## config.mk

```make
export PLATFORM = sky130hd
export DESIGN_NAME = hvsync_generator
export DESIGN_NICKNAME = d
export VERILOG_FILES = /design/src/rtl/vga_timing_pkg.sv /design/src/rtl/hvsync_generator.sv
export SDC_FILE = /design/constraint.sdc
export NUM_CORES = 1
export LEC_CHECK = 0
export ABC_AREA = 1
export CAP_MARGIN = 20
export CORE_MARGIN = 2
export CORE_UTILIZATION = 40
export CTS_BUF_LIST = sky130_fd_sc_hd__clkbuf_8 sky130_fd_sc_hd__clkbuf_16
export DETAILED_ROUTE_END_ITERATION = 12
export SLEW_MARGIN = 20
export SYNTH_ARGS = -nofsm -noshare
export SYNTH_HDL_FRONTEND = slang
export SYNTH_SLANG_ARGS = --single-unit
```

## constraint.sdc

```tcl
create_clock -name clk -period 1.6 [get_ports clk]
set_clock_uncertainty 0.05 [all_clocks]
set_input_delay 0.16 -clock clk [delete_from_list [all_inputs] [get_ports clk]]
set_output_delay 0.16 -clock clk [all_outputs]
set_load 0.05 [all_outputs]
```

## src/rtl/vga_timing_pkg.sv

```systemverilog
// Shared VGA timing defaults and position helpers, reused by the sync
// generator and by downstream pixel-fetch logic.
package vga_timing_pkg;

    localparam int COUNT_W = 10;

    typedef logic [COUNT_W-1:0] pos_t;

    localparam int DEF_H_DISPLAY = 640;
    localparam int DEF_H_FRONT   = 16;
    localparam int DEF_H_SYNC    = 96;
    localparam int DEF_H_BACK    = 48;
    localparam int DEF_V_DISPLAY = 480;
    localparam int DEF_V_FRONT   = 10;
    localparam int DEF_V_SYNC    = 2;
    localparam int DEF_V_BACK    = 33;

    localparam int H_TOTAL = DEF_H_DISPLAY + DEF_H_FRONT + DEF_H_SYNC + DEF_H_BACK;
    localparam int V_TOTAL = DEF_V_DISPLAY + DEF_V_FRONT + DEF_V_SYNC + DEF_V_BACK;

    // True when p lies in [lo, lo+len-1]; done in int so a zero lower bound
    // does not turn into an always-true unsigned compare.
    function automatic logic in_span(input pos_t p, input int lo, input int len);
        return (int'(p) >= lo) && (int'(p) < lo + len);
    endfunction

endpackage

```

## src/rtl/hvsync_generator.sv

```systemverilog
// Horizontal/vertical raster counters with registered sync outputs that are
// decoded from the next-state counters so they line up with hpos/vpos.
module hvsync_generator
    import vga_timing_pkg::*;
#(
    parameter int   H_DISPLAY   = DEF_H_DISPLAY,
    parameter int   H_FRONT     = DEF_H_FRONT,
    parameter int   H_SYNC      = DEF_H_SYNC,
    parameter int   H_BACK      = DEF_H_BACK,
    parameter int   V_DISPLAY   = DEF_V_DISPLAY,
    parameter int   V_FRONT     = DEF_V_FRONT,
    parameter int   V_SYNC      = DEF_V_SYNC,
    parameter int   V_BACK      = DEF_V_BACK,
    parameter logic SYNC_ACTIVE = 1'b0
) (
    input  logic             clk,
    input  logic             reset,
    output logic             hsync,
    output logic             vsync,
    output logic             display_on,
    output logic [COUNT_W-1:0] hpos,
    output logic [COUNT_W-1:0] vpos
);

    localparam int   LINE_CLKS   = H_DISPLAY + H_FRONT + H_SYNC + H_BACK;
    localparam int   FRAME_LINES = V_DISPLAY + V_FRONT + V_SYNC + V_BACK;
    localparam pos_t H_LAST      = pos_t'(LINE_CLKS - 1);
    localparam pos_t V_LAST      = pos_t'(FRAME_LINES - 1);
    localparam int   HS_START    = H_DISPLAY + H_FRONT;
    localparam int   VS_START    = V_DISPLAY + V_FRONT;

    pos_t hpos_q, hpos_d;
    pos_t vpos_q, vpos_d;
    logic hsync_q, hsync_d;
    logic vsync_q, vsync_d;
    logic line_end;

    always_comb begin
        line_end = (hpos_q == H_LAST);
        hpos_d   = line_end ? '0 : hpos_q + pos_t'(1);
        vpos_d   = vpos_q;
        if (line_end) begin
            vpos_d = (vpos_q == V_LAST) ? '0 : vpos_q + pos_t'(1);
        end
    end

    // Decoding the _d values means the registered sync lands on the same
    // edge as the counter value it belongs to.
    always_comb begin
        hsync_d = in_span(hpos_d, HS_START, H_SYNC) ? SYNC_ACTIVE : ~SYNC_ACTIVE;
        vsync_d = in_span(vpos_d, VS_START, V_SYNC) ? SYNC_ACTIVE : ~SYNC_ACTIVE;
    end

    always_ff @(posedge clk or posedge reset) begin
        if (reset) begin
            hpos_q  <= '0;
            vpos_q  <= '0;
            hsync_q <= ~SYNC_ACTIVE;
            vsync_q <= ~SYNC_ACTIVE;
        end else begin
            hpos_q  <= hpos_d;
            vpos_q  <= vpos_d;
            hsync_q <= hsync_d;
            vsync_q <= vsync_d;
        end
    end

    assign hpos       = hpos_q;
    assign vpos       = vpos_q;
    assign hsync      = hsync_q;
    assign vsync      = vsync_q;
    assign display_on = (hpos_q < pos_t'(H_DISPLAY)) && (vpos_q < pos_t'(V_DISPLAY));

endmodule

```

# Word level (Yosys, flattened, before mapping)
# Index checks and enable logic that the tools add are counted.
op_classes:
  n_lt_le_gt_ge: 6
  n_reduce_logical: 3
  n_addsub: 2
  n_eq_ne: 2
  mux: 5
op_table:
  columns: ["operator", "count"]
  rows:
  - ["$mux 10", 3]
  - ["$add 10x1->10 const B", 2]
  - ["$eq 10x10->1 const B", 2]
  - ["$lt 10x10->1 const B", 2]
  - ["$lt 10x9->1 const B", 2]
  - ["$ge 10x10->1 const B", 1]
  - ["$ge 10x9->1 const B", 1]
  - ["$logic_and 1x1->1", 3]
  - ["$mux 1", 2]
totals:
  out_inout_bits: 23
  word_cells: 22
  input_bits: 2
  regBits: 22

# Longest topological paths before layout
logic_depth:
  ltp_word: 6
  mapped_depth: 12
  mapped_depth_nobuf: 12

# Least setup slack after synthesis
# OpenSTA, ideal clock, no wires.
synth_path:
  path_type: "register to output"
  start: "register hpos_q[9], in the netlist hpos[9]"
  end: "output display_on"
  required_time_ps: 1390
  arrival_time_ps: 3285
  n_path_buf: 0
  path_slack_ps: -1895
  stages_incl_launch_ff: 4
  path_cell_list: "dfrtp_1 nand2_4 inv_6 a2111oi_0"
synth_via:
  elab_chain_cells: 2
synth_rtl:
  columns: ["element", "line", "text"]
  rows:
  - ["start, declared", "hvsync_generator.sv:32", "pos_t hpos_q, hpos_d;"]
  - ["start signal, assigned", "hvsync_generator.sv:61", "hpos_q <= hpos_d;"]
  - ["$lt 10x10->1", "hvsync_generator.sv:72", "assign display_on = (hpos_q < pos_t'(H_DISPLAY)) && (vpos_q < pos_t'(V_DISPLAY));"]
  - ["$logic_and 1x1->1", "hvsync_generator.sv:72", null]
  - ["end, declared", "hvsync_generator.sv:20", "output logic display_on,"]
# Every way passes these cells.

# Worst setup path after layout
layout_path:
  start: "register hpos_q[0], in the netlist hpos[0]"
  end: "register vsync_q, in the netlist vsync"
layout_via:
  elab_chain_cells: 5
  word_cells_on_any_way: 6
  classes_between: "2 x order compare; 1 x eq/ne; 2 x mux; 1 x reduce/logical"
layout_rtl:
  columns: ["element", "line", "text"]
  rows:
  - ["$eq 10x10->1 *", "hvsync_generator.sv:39", "line_end = (hpos_q == H_LAST);"]
  - ["$mux 10 *", "hvsync_generator.sv:42", "if (line_end) begin"]
  - ["$ge 10x9->1 or $lt 10x9->1 (tied branches)", "vga_timing_pkg.sv:24", "return (int'(p) >= lo) && (int'(p) < lo + len);"]
  - ["$logic_and 1x1->1 *", "vga_timing_pkg.sv:24", null]
  - ["$mux 1 *", "hvsync_generator.sv:51", "vsync_d = in_span(vpos_d, VS_START, V_SYNC) ? SYNC_ACTIVE : ~SYNC_ACTIVE;"]
  - ["via vsync_d", "hvsync_generator.sv:35", "logic vsync_q, vsync_d;"]
  - ["end signal, assigned", "hvsync_generator.sv:59", "vsync_q <= ~SYNC_ACTIVE;"]
  - ["end signal, assigned", "hvsync_generator.sv:64", "vsync_q <= vsync_d;"]
  - ["end, declared", "hvsync_generator.sv:35", null]
# The timed path passes the listed nets; every way through them passes the cells marked *.

==> flow_summary_export.csv <==
group,metric,value,unit
sta,tightest_slew,0.392,ns
power_and_ir_drop,combPwrFrac,1.6,%
setup_path,ff2ff_path_depth,12,
placement,dp.cells,279,
grt,grt-ovfl-total,0,
yosys,synthSimpleGateAreaFrac,41.4,%
layout,final_area,2090,µm²
route,ant_nets,0,
power_and_ir_drop,p_sw,196,µW
floorplan,start_util,42.0,%
run_status,status,"finished, violations left",
run,maxCapViolCount,0,
setup_path,end_kind,"register",
placement,finalWeightedCongestion,0.865,
yosys,synth_area_per_cell,7.21,µm²
layout,layout.nets,256,
layout,drive_gt1_share,42.2,%
layout,num_antenna_cells,0,
layout,n_fill_cell,323,
setup_path,r2r_end,"vsync$_DFF_PP1_",
power_and_ir_drop,vdd_drop_max,0.000264,V
yosys,synth_top_family_by_area,"simple AND/OR/NAND/NOR gates",
sta,hold_viol_final,0,
sta,setup_violations,1,
clock_tree,path_clk_slew,0.09,ns
yosys,synth.area.top_cells,"dfrtp_1, nand2_1, inv_1",
yosys,synth.lib_cells_used.distinct,23,
floorplan,rows,21,
layout,fin_cells,295,
route,viasPerCell,4.66,
route,drtPass1Iterations,4,
placement,io_buffer_count,24,
yosys,postSynthRegisterBits,22,
power_and_ir_drop,switching_share,20.1,%
sta,drv_slew,0,
setup_path,reg2reg_from,"hpos[0]$_DFF_PP0_",
yosys,yosys.area.top_type,"dfrtp_1",
power_and_ir_drop,p_clk_share,41.4,%
placement,place_ws,-0.0221,ns
route,wl_per_cell,12.0,µm
power_and_ir_drop,power_density,467,nW/µm²
grt,track_usage,18.7,%
yosys,synth_compound_area_share,3.63,%
power_and_ir_drop,p_leak,1.07,nW
setup_path,cp_data_arrival_time,1.76,ns
setup_path,crit_required,1.75,ns
floorplan,core_area,3360,µm²
floorplan,fp.dieH,63.4,µm
yosys,ys_seq_area_share,39.1,%
clock_tree,cts_tree,"yes",
setup_path,worstSetupEndpoint,"vsync$_DFF_PP1_",
sta,min_period,1.61,ns
sta,fmax,622,MHz
yosys,synth_fa_ha_area_share,3.54,%
yosys,synth_nets,202,
layout,multi_input_area,811,µm²
setup_path,crit_type,"register to register",
setup_path,crit_fanout,7,
sta,relSlewSlack,73.6,%
sta,rsz0062_at_grt,"true",
clock_tree,cts_sinks,22,
clock_tree,clock-root-buffer,"clkbuf_8",
route,routed_wl,3.53,mm
floorplan,io_pins,25,
setup_path,reg2reg_slack,-0.007,ns
yosys,synth_top_area_share,35.4,%
clock_tree,worstSkewPairLatency,0.26,ns
layout,layout.area.seq,567,µm²
clock_tree,clock_path_buffers,2,
setup_path,crit_start,"hpos[0]$_DFF_PP0_",
worst_hold_path,hp-class,"input port to asynchronous set/reset pin",
yosys,synthCells,196,
clock_tree,htree_levels,1,
yosys,synth_xor_area_share,1.86,%
placement,dp_hpwl,2.57,mm
layout,area_growth,47.7,%
grt,grt_start_max_net_pins,23,
yosys,ys.warnings.count,0,
sta,period_share,100,%
floorplan,die_width,63.4,µm
route,via_count,1375,
run_status,violations,"setup timing",
route,drc,0,
sta,holdWs,0.179,ns
grt,grt_pass1_wl,5.99,mm
sta,fin_ws,-0.00675,ns
yosys,synthMuxAreaShare,0,%
layout,final_util,62.0,%
setup_path,startpoint_type,"register",
clock_tree,cts_inserted_buffers,3,
placement,placed_area,1870,µm²
power_and_ir_drop,intPower,779,µW
yosys,netlist_area,1410,µm²
grt,antenna_found_initial,0,
power_and_ir_drop,p_seq_share,57.0,%
floorplan,dieArea,4020,µm²
clock_tree,holdBufCountCts,0,
route,drtIter0Drc,69,
power_and_ir_drop,total_power,974,µW
grt,grt_pass1_vias,1312,
sta,tns,-0.00675,ns
==> per-layer routing <==
metal / vias to the layer above / GRT usage (%) / wire (µm)
met5: - / 0 / 0
met4: 0 / 5.16 / 25
met3: 2 / 2.68 / 127
met2: 25 / 28.7 / 1660
met1: 644 / 27.3 / 1720
li1: 704 / - / -
==> repair_timing <==
action / 4_1_cts / 5_1_grt
resized for setup: 1 / 19
buffers inserted: 4 / 8
setup endpoints to repair: 2 / 5
endpoints found under the hold margin: 0 / 0
pin swaps: 2 / 15
==> cells in the mapped netlist, drive strengths merged <==
master	count
o21ai	7
dfrtp	20
xor2	2
nand4	4
or2	1
nor2	30
nand2	66
a21o	1
nor3	2
xnor2	1
a2111oi	1
nand3	17
dfstp	2
ha	4
inv	38
==> layout make-up <==
class,instances,area share [%]
flip-flops and latches,22,27.2
well taps,46,2.76
inverters,38,7.20
multi-input cells,136,38.9
clock buffers,4,2.64
repair buffers,49,21.4
==> how the worst min path moves through the flow <==
stage,cells past startpoint,slack (ns),end
floorplan,1,0.1,hpos[2]$_DFF_PP0_
global placement,3,0.47,hpos[2]$_DFF_PP0_
detailed placement,3,0.48,hpos[2]$_DFF_PP0_
global route,3,0.21,hpos[2]$_DFF_PP0_
finish,3,0.18,vpos[0]$_DFF_PP0_
CTS,3,0.19,hpos[2]$_DFF_PP0_
==> layout by cell type (no fill, tap or decap), types with 7 or more instances in the layout <==
master / netlist / layout
nand3_1: 15 / 14
o21ai_0: 7 / 7
buf_4: 0 / 42
dfrtp_1: 20 / 9
nand2_1: 55 / 51
inv_1: 34 / 32
nand2_2: 8 / 11
dfrtp_2: 0 / 11
nor2_1: 23 / 20
==> worst max-delay path, cell delays in order, from the launching register on <==
cell	delay [ns]
dfrtp_2	0.40
ha_4	0.15
nand2_4	0.06
inv_4	0.07
nand2_4	0.07
nor2_4	0.15
nand2_4	0.10
nand2_1	0.06
nand2_1	0.07
nor2_1	0.10
nand2_1	0.07
nor2_2	0.13
nand2_1	0.07
==> cell families after synthesis <==
group | Yosys count
AO/OA/AOI/OAI | 9
XOR/XNOR | 3
adder cells (fa/ha/maj) | 4
buffers and inverters | 38
flip-flops | 22
AND/OR/NAND/NOR | 120
==> power groups by stage <==
stage	registers, mW	clock network, mW	logic, mW
6_report	0.556	0.404	0.0154
4_1_cts	0.556	0.415	0.0165
5_1_grt	0.556	0.445	0.0181
3_5_place_dp	0.566	0	0.0164
2_1_floorplan	0.566	0	0.00824
3_3_place_gp	0.566	0	0.0161
==> state kept, by name (all words and copies together), names as in the netlist <==
register  cells
vpos         10
hsync         1
hpos         10
vsync         1
(Power assumes the default switching activity.)
